<file path="src/rtl/tensor_core_instruction_arbiter.sv">
// Round-robin arbiter with burst locking for the shared 16-bit tensor core instruction bus.
// Registers the granted word onto the bus and steers read-back bytes to the requester that issued the read.
module tensor_core_instruction_arbiter #(
  parameter int NUM_REQUESTERS = 2,
  parameter int READ_LATENCY   = 1
) (
  input  logic                         clock_in,
  input  logic                         reset_in,
  input  logic [NUM_REQUESTERS-1:0]    request_valid,
  input  logic [16*NUM_REQUESTERS-1:0] request_instruction,
  input  logic [NUM_REQUESTERS-1:0]    request_last,
  input  logic [NUM_REQUESTERS-1:0]    request_expects_read,
  output logic [NUM_REQUESTERS-1:0]    request_ready,
  input  logic signed [7:0]            tensor_core_controller_output,
  output logic [15:0]                  current_tensor_core_instruction,
  output logic [NUM_REQUESTERS-1:0]    response_valid,
  output logic signed [7:0]            response_data,
  output logic [1:0]                   lock_owner,
  output logic                         busy
);

  // Handshake: requester k's word transfers in a cycle where request_valid[k] and
  // request_ready[k] are both high; ready never depends on the offered word itself.
  typedef enum logic {IDLE = 1'b0, LOCKED = 1'b1} state_e;

  state_e                     state_q, state_d;
  logic [1:0]                 owner_q, owner_d;
  logic [1:0]                 rr_q, rr_d;
  logic [15:0]                instr_q, instr_d;
  logic [READ_LATENCY:0]      tag_rd_q, tag_rd_d;
  logic [READ_LATENCY:0][1:0] tag_idx_q, tag_idx_d;

  logic [3:0]  valid_ext, last_ext, rd_ext;
  logic [63:0] instr_ext;
  logic        win_found;
  logic [1:0]  win_idx;
  logic [2:0]  cand;
  logic        grant_en;
  logic [1:0]  grant_idx;
  logic        accept, acc_last, acc_rd, bus_is_reset;
  logic [15:0] acc_word;

  assign valid_ext = 4'(request_valid);
  assign last_ext  = 4'(request_last);
  assign rd_ext    = 4'(request_expects_read);
  assign instr_ext = 64'(request_instruction);

  // First valid requester at or after rr_q, wrapping explicitly at NUM_REQUESTERS.
  always_comb begin
    win_found = 1'b0;
    win_idx   = 2'd0;
    cand      = 3'd0;
    for (int i = 0; i < NUM_REQUESTERS; i++) begin
      cand = {1'b0, rr_q} + 3'(i);
      if (cand >= 3'(NUM_REQUESTERS)) cand = cand - 3'(NUM_REQUESTERS);
      if (!win_found && valid_ext[cand[1:0]]) begin
        win_found = 1'b1;
        win_idx   = cand[1:0];
      end
    end
  end

  assign accept       = grant_en & valid_ext[grant_idx];
  assign acc_last     = last_ext[grant_idx];
  assign acc_rd       = rd_ext[grant_idx];
  assign acc_word     = instr_ext[{grant_idx, 4'b0000} +: 16];
  assign bus_is_reset = (instr_q[1:0] == 2'b11);

  always_ff @(posedge clock_in or posedge reset_in) begin
    if (reset_in) begin
      state_q   <= IDLE;
      owner_q   <= 2'd0;
      rr_q      <= 2'd0;
      instr_q   <= 16'h0000;
      tag_rd_q  <= '0;
      tag_idx_q <= '0;
    end else begin
      state_q   <= state_d;
      owner_q   <= owner_d;
      rr_q      <= rr_d;
      instr_q   <= instr_d;
      tag_rd_q  <= tag_rd_d;
      tag_idx_q <= tag_idx_d;
    end
  end

  always_comb begin
    state_d = state_q;
    owner_d = owner_q;
    rr_d    = rr_q;
    instr_d = accept ? acc_word : 16'h0000;
    if (accept) begin
      if (acc_last) begin
        state_d = IDLE;
        rr_d    = (grant_idx == 2'(NUM_REQUESTERS - 1)) ? 2'd0 : grant_idx + 2'd1;
      end else if (state_q == IDLE) begin
        state_d = LOCKED;
        owner_d = grant_idx;
      end
    end
    // A reset opcode never returns data, and once on the bus it kills older reads.
    tag_rd_d[0]  = accept && acc_rd && (acc_word[1:0] != 2'b11);
    tag_idx_d[0] = accept ? grant_idx : 2'd0;
    for (int s = 1; s <= READ_LATENCY; s++) begin
      tag_rd_d[s]  = bus_is_reset ? 1'b0 : tag_rd_q[s-1];
      tag_idx_d[s] = bus_is_reset ? 2'd0 : tag_idx_q[s-1];
    end
  end

  always_comb begin
    grant_en  = 1'b0;
    grant_idx = 2'd0;
    if (!reset_in) begin
      if (state_q == LOCKED) begin
        grant_en  = 1'b1;
        grant_idx = owner_q;
      end else begin
        grant_en  = win_found;
        grant_idx = win_idx;
      end
    end
    request_ready  = '0;
    response_valid = '0;
    for (int i = 0; i < NUM_REQUESTERS; i++) begin
      request_ready[i]  = grant_en && (grant_idx == 2'(i));
      response_valid[i] = tag_rd_q[READ_LATENCY] && (tag_idx_q[READ_LATENCY] == 2'(i));
    end
    lock_owner = (state_q == LOCKED) ? owner_q : 2'd0;
    busy       = (state_q == LOCKED) || (|tag_rd_q);
  end

  assign current_tensor_core_instruction = instr_q;
  assign response_data                   = tensor_core_controller_output;

endmodule

</file>
<file path="config.mk">
export PLATFORM = sky130hd
export DESIGN_NAME = tensor_core_instruction_arbiter
export DESIGN_NICKNAME = d
export VERILOG_FILES = /design/src/rtl/tensor_core_instruction_arbiter.sv
export SDC_FILE = /design/constraint.sdc
export NUM_CORES = 1
export LEC_CHECK = 0
export CORE_UTILIZATION = 36
export CTS_CLUSTER_DIAMETER = 100
export DETAILED_ROUTE_END_ITERATION = 16
export MAX_ROUTING_LAYER = met4
export PLACE_DENSITY = 0.85
export SETUP_SLACK_MARGIN = 0.05
export SLEW_MARGIN = 20
export SYNTH_ARGS = -nofsm -noshare
export SYNTH_HDL_FRONTEND = slang
export SYNTH_SLANG_ARGS = --single-unit
export TNS_END_PERCENT = 10
</file>
<file path="constraint.sdc">
create_clock -name clock_in -period 1.9 [get_ports clock_in]
set_input_delay 0.475 -clock clock_in [delete_from_list [all_inputs] [get_ports clock_in]]
set_output_delay 0.475 -clock clock_in [all_outputs]
set_load 0.03 [all_outputs]
</file>
Word level (Yosys, flattened, before mapping)
Cells that the tools add are included.
{ "word_totals": {"inputBits": 48, "elab_cells": 65, "reg_bits": 27} }
{ "classes": {"n_lt_le_gt_ge": 5, "reduce_logical": 14, "mux": 27, "add_sub_neg": 4, "n_shift": 1, "eq_ne": 4, "bitwise_logic": 3} }
{ "op_table": {"columns": ["op", "n"], "rows": [
  ["64-bit by 7-bit variable part select with 16-bit output", 1],
  ["2-bit two-way mux", 10],
  ["16-bit two-way mux", 1],
  ["1-bit two-way mux", 11],
  ["1-bit binary-select mux with 2-bit select", 5],
  ["2-bit by 3-bit less-than comparator with 1-bit output (second input constant)", 3],
  ["1-bit logical AND", 7],
  ["2-bit by 1-bit equality test with 1-bit output (second input constant)", 2],
  ["2-bit zero test", 2],
  ["2-bit subtractor (second input constant)", 2],
  ["2-bit by 1-bit adder with 3-bit output (second input constant)", 1],
  ["3-bit by 2-bit greater-or-equal comparator with 1-bit output (second input constant)", 1],
  ["3-bit AND reduction", 1],
  ["2-bit by 1-bit adder with 2-bit output (second input constant)", 1],
  ["2-bit equality test (second input constant)", 1],
  ["2-bit greater-or-equal comparator (second input constant)", 1],
  ["2-bit != test (second input constant)", 1],
  ["1-bit inverter", 2],
  ["2-bit AND reduction", 1],
  ["2-bit OR reduction", 1],
  ["1-bit AND", 1],
  ["1-bit zero test", 1],
  ["1-bit logical OR", 1]
]} }

Logic depth before layout (Yosys ltp)
{ "logic_depth": {"word_depth": 15, "ltp_mapped": 6, "mapped_depth_nobuf": 5} }

Least setup slack after synthesis
Ideal clock, no wire load.
{ "synth_timing": {"path_type": "reg2out", "startpoint": "register state_q", "endpoint": "output request_ready[0]", "path_stages_with_launch": 4, "required_ps": 1425, "path_slack_ps": -182, "n_path_buf": 0, "t_arrival_ps": 1607, "path_cell_list": "dfrtp_1 -> and2_4 -> or2_4 -> nor3_1"} }
{ "synth_between": {"elab_chain_len": 4, "word_cells_on_any_way": 6} }
{ "synth_lines": {"columns": ["item", "line", "rtl"], "rows": [
  ["from (decl)", "26", "state_e state_q, state_d;"],
  ["from (signal assigned)", "78", "state_q <= state_d;"],
  ["2-bit two-way mux", "114", "if (state_q == LOCKED) begin"],
  ["2-bit two-way mux", "113", "if (!reset_in) begin"],
  ["2-bit zero test", "125", "request_ready[i] = grant_en && (grant_idx == 2'(i));"],
  ["1-bit logical AND *", "125", null],
  ["to (decl)", "13", "output logic [NUM_REQUESTERS-1:0] request_ready,"]
]} }
Every way passes the cells marked *; elsewhere a longest branch is shown, timed or not.

Final worst setup path
{ "layout_timing": {"startpoint": "register state_q", "endpoint": "output request_ready[1]"} }
{ "layout_between": {"elab_chain_len": 4, "word_cells_on_any_way": 6} }
{ "layout_lines": {"columns": ["item", "line"], "rows": [
  ["2-bit two-way mux", "114"],
  ["2-bit two-way mux", "113"],
  ["2-bit by 1-bit equality test with 1-bit output", "125"],
  ["1-bit logical AND *", "125"]
]} }
Marked as above.

==> metrics list <==
- Result of the run: finished with violations
- Violated checks: setup timing
- STA classifies the critical path startpoint as a flip-flop.
- Critical path peak fanout: 5
* Vias: 1154
* Vias/cell: 4.974
- Gpl congestion: 0.7983
- The number of max-slew violations in the final report came to 0.
- Routed wirelength normalized by instance count: 15.22 um
- For this configuration, the core starts out at a cell density of 37.61%.
* Area grow syn2layout: 64.09%
- The detail route stage leaves a number of antenna-violating nets equal to 0.
- CP peak stage delay: 0.46 ns
- The tool flagged a number of max-cap violations equal to 0.
- Final min period: 2.025 ns
- The final critical path takes up 106.6% of the cycle.
- Once detailed placement completed, the half-perimeter wirelength came to 2.651 mm.
- The final hold violation count came to 0.
* Critical-path top delay cell: sky130_fd_sc_hd__dfrtp_2
- In this run the critical register-to-register path is captured at current_tensor_core_instruction[7].
* Worst reg2reg setup slack: 0.12 ns
- Global routing usage summed across all routing layers: 17.87%
- The library cell used most frequently in the layout, excluding fill and tap cells, is sky130_fd_sc_hd__clkdlybuf4s50_1.
* Antenna cells: 0
* Area of all placed cells without fillers: 2076 sq um
- The region available for standard cell placement spans 3363 sq um.
* Layout cells sized above 1: 22.04%
- In this run the worst setup path begins at state_q.
* RSZ-0062 raised after global routing: true
- Worst setup path class: reg -> out
* Avg Synthesized Cell Area: 11.00 sq um
- Top cell by count, worst path: sky130_fd_sc_hd__buf_4
- For the worst setup path, the data required time is 1.42 ns.
- Share of flip-flops with an asynchronous set or reset: 100.0%
- Wires add up to 3.531 mm.
- Global-route wire length before repair: 4.754 mm
* Worst-case vdd ir drop: 0.6934 mV
- Setup violations remaining at the end of the flow were counted as 3.
- Post-synthesis cell count: 115
- For this run, design rule violations remaining after detail routing come to 0.
- The layout has 285 filler cells.
- Overflow after GRT: 0
- Synthesized Nets: 163
* Height of the die: 61.28 um
* Number of CTS-inserted buffers: 3
- CP Cell Sequence: buf_4, nor2b_4, a21oi_2, buf_4, nor2_4, buf_6
- Top library cells by usage in the layout, fill and taps aside: 37 x sky130_fd_sc_hd__clkdlybuf4s50_1, 26 x sky130_fd_sc_hd__dfrtp_1, 18 x sky130_fd_sc_hd__nor2_1
- TritonCTS built the clock tree.
- During placement, the flow inserted port buffers numbering 62.
* Total placed instance area: 1943 sq um
- Die area: 3755 sq um
- Via count of the first global-routing pass: 1129
- Yosys cell types: 35
* Final clock skew: 0.007357 ns
* Element type at the critical path end: output port
- Register clock-pin slew on the reported worst setup and hold paths: 0.14 ns
- Grouping stages by cell kind, the critical path spends the most delay in flip-flops.
- Measured along the x axis, the die boundary spans 61.28 um.
- Clock latency reported for the late side of the worst-skew pair: 0.32 ns
* FF+latch count, synth: 27
* Leakage power: 1.165 nW
- Number of H-tree levels: 1
* Path class of the lowest-slack min-delay path: reg -> reg
* Maximum clock frequency: 493.7 MHz
* Path length in cells of the critical path: 6
- At the placement stage, the worst setup path has a slack of -0.2799 ns.
- CTS Buffer Depth: 2
- First-pass iteration count of the detailed router: 5
- EDFF count, synth: 0
* Leading register cell type out of synthesis: sky130_fd_sc_hd__dfrtp_1
* Antenna violations before repair: 0
- Arrival time of the worst setup path: 1.55 ns
* Clock Root Buffer: sky130_fd_sc_hd__clkbuf_4
- Pwr Density: 1074 nW/um^2
* Number of rows created at floorplan: 21
- Clock net sink count: 27
- Cell area after synthesis: 1265 sq um
* Setup crit end: request_ready[1]
- CTS hold repair buffers: 0
- Across all setup checks in the final design, the least slack found is -0.1253 ns.
- The critical path contains buffers and inverters numbering 3 combined.
* Critical R2R Launch: state_q
- For this run, the post-layout net count is 235.
* Sequential element share of the synthesized area: 53.41%
* Number of I/O pins: 79
- Depth of the worst register-to-register path: 9
* Total number of yosys warnings: 0
- Final Core Density: 61.72%
- Largest net degree at the start of global routing: 22
* First-iteration detailed-routing DRC count: 57
==> state kept, by name, summed over array words and instances (netlist names) <==
signal                           flops
current_tensor_core_instruction     16
rr_q                                 2
tag_rd_q                             2
owner_q                              2
state_q                              1
tag_idx_q                            4
==> what timing repair did <==
action | CTS | global route
setup endpoints to repair | 8 | 35
buffers inserted | 2 | 3
pin swaps | 3 | 1
resized for setup | 17 | 31
==> layout make-up <==
cell class                 instances  area [sq um]  share of cell area (%)
clock buffer                       3         22.52                   1.085
clock inverter                     1         7.507                  0.3617
inverter                           4         15.01                  0.7233
multi-input combinational         72         513.0                   24.71
sequential                        27         676.9                   32.61
tap                               46         57.56                   2.773
timing repair buffer              79         783.3                   37.73
==> cells in the mapped netlist (2+ instances only) <==
master,instances,area [sq um]
sky130_fd_sc_hd__nor2_1,18,67.56
sky130_fd_sc_hd__inv_1,4,15.01
sky130_fd_sc_hd__and2_1,4,25.02
sky130_fd_sc_hd__nor3b_1,2,15.01
sky130_fd_sc_hd__nand3b_1,2,15.01
sky130_fd_sc_hd__nand2_1,2,7.510
sky130_fd_sc_hd__buf_4,10,75.07
sky130_fd_sc_hd__dfrtp_1,27,675.7
sky130_fd_sc_hd__o21a_1,2,15.01
sky130_fd_sc_hd__nor3_1,3,15.01
sky130_fd_sc_hd__and2_4,2,17.52
sky130_fd_sc_hd__a22oi_1,16,120.1
==> layer usage <==
layer  track usage (%)  up-vias  routed length [um]
met4             5.195        0                  48
met2             31.99       46                1961
met3             4.202        6                 191
li1                  -      531                   -
met1             19.63      571                1329
met5                 -        -                   0
==> through the flow <==
stage | TNS (ns) | power (W) | cells | hold slack, ns
2_1_floorplan | 0 | 0.001445 | 115 | 0.4277
3_3_place_gp | -3.453 | 0.001847 | 223 | 0.4319
3_5_place_dp | -5.291 | 0.001893 | 223 | 0.4425
4_1_cts | -0.3996 | 0.002153 | 229 | 0.4733
5_1_grt | -0.4366 | 0.002361 | 232 | 0.4899
6_report | -0.2645 | 0.002230 | 232 | 0.4705
==> kinds of logic (layout without fill, tap and decap cells) <==
family	count (synthesis)	in the layout	share of synthesized area [%]
AO/OA/AOI/OAI	29	29	18.99
buffers and inverters	16	87	8.308
flip-flops	27	27	53.41
multiplexers	2	2	1.681
other	1	1	0.2965
AND/OR/NAND/NOR	40	40	17.31
==> how the worst min path moves through the flow <==
stage / end / from / cells past startpoint / slack (ns)
5_1_grt: tag_idx_q[2] / tag_idx_q[0] / 1 / 0.49
2_1_floorplan: tag_idx_q[2] / tag_idx_q[0] / 1 / 0.43
4_1_cts: tag_idx_q[2] / tag_idx_q[0] / 1 / 0.47
3_3_place_gp: tag_idx_q[3] / tag_idx_q[1] / 1 / 0.43
6_report: tag_idx_q[2] / tag_idx_q[0] / 1 / 0.47
3_5_place_dp: tag_idx_q[2] / tag_idx_q[0] / 1 / 0.44
==> report_power, final <==
part,switching [W],internal [W]
registers,0.0000694,0.000697
clock network,0.000161,0.0000804
logic,0.000629,0.000595
total,0.000859,0.00137
Note: power is estimated with default switching activity, not from simulation.
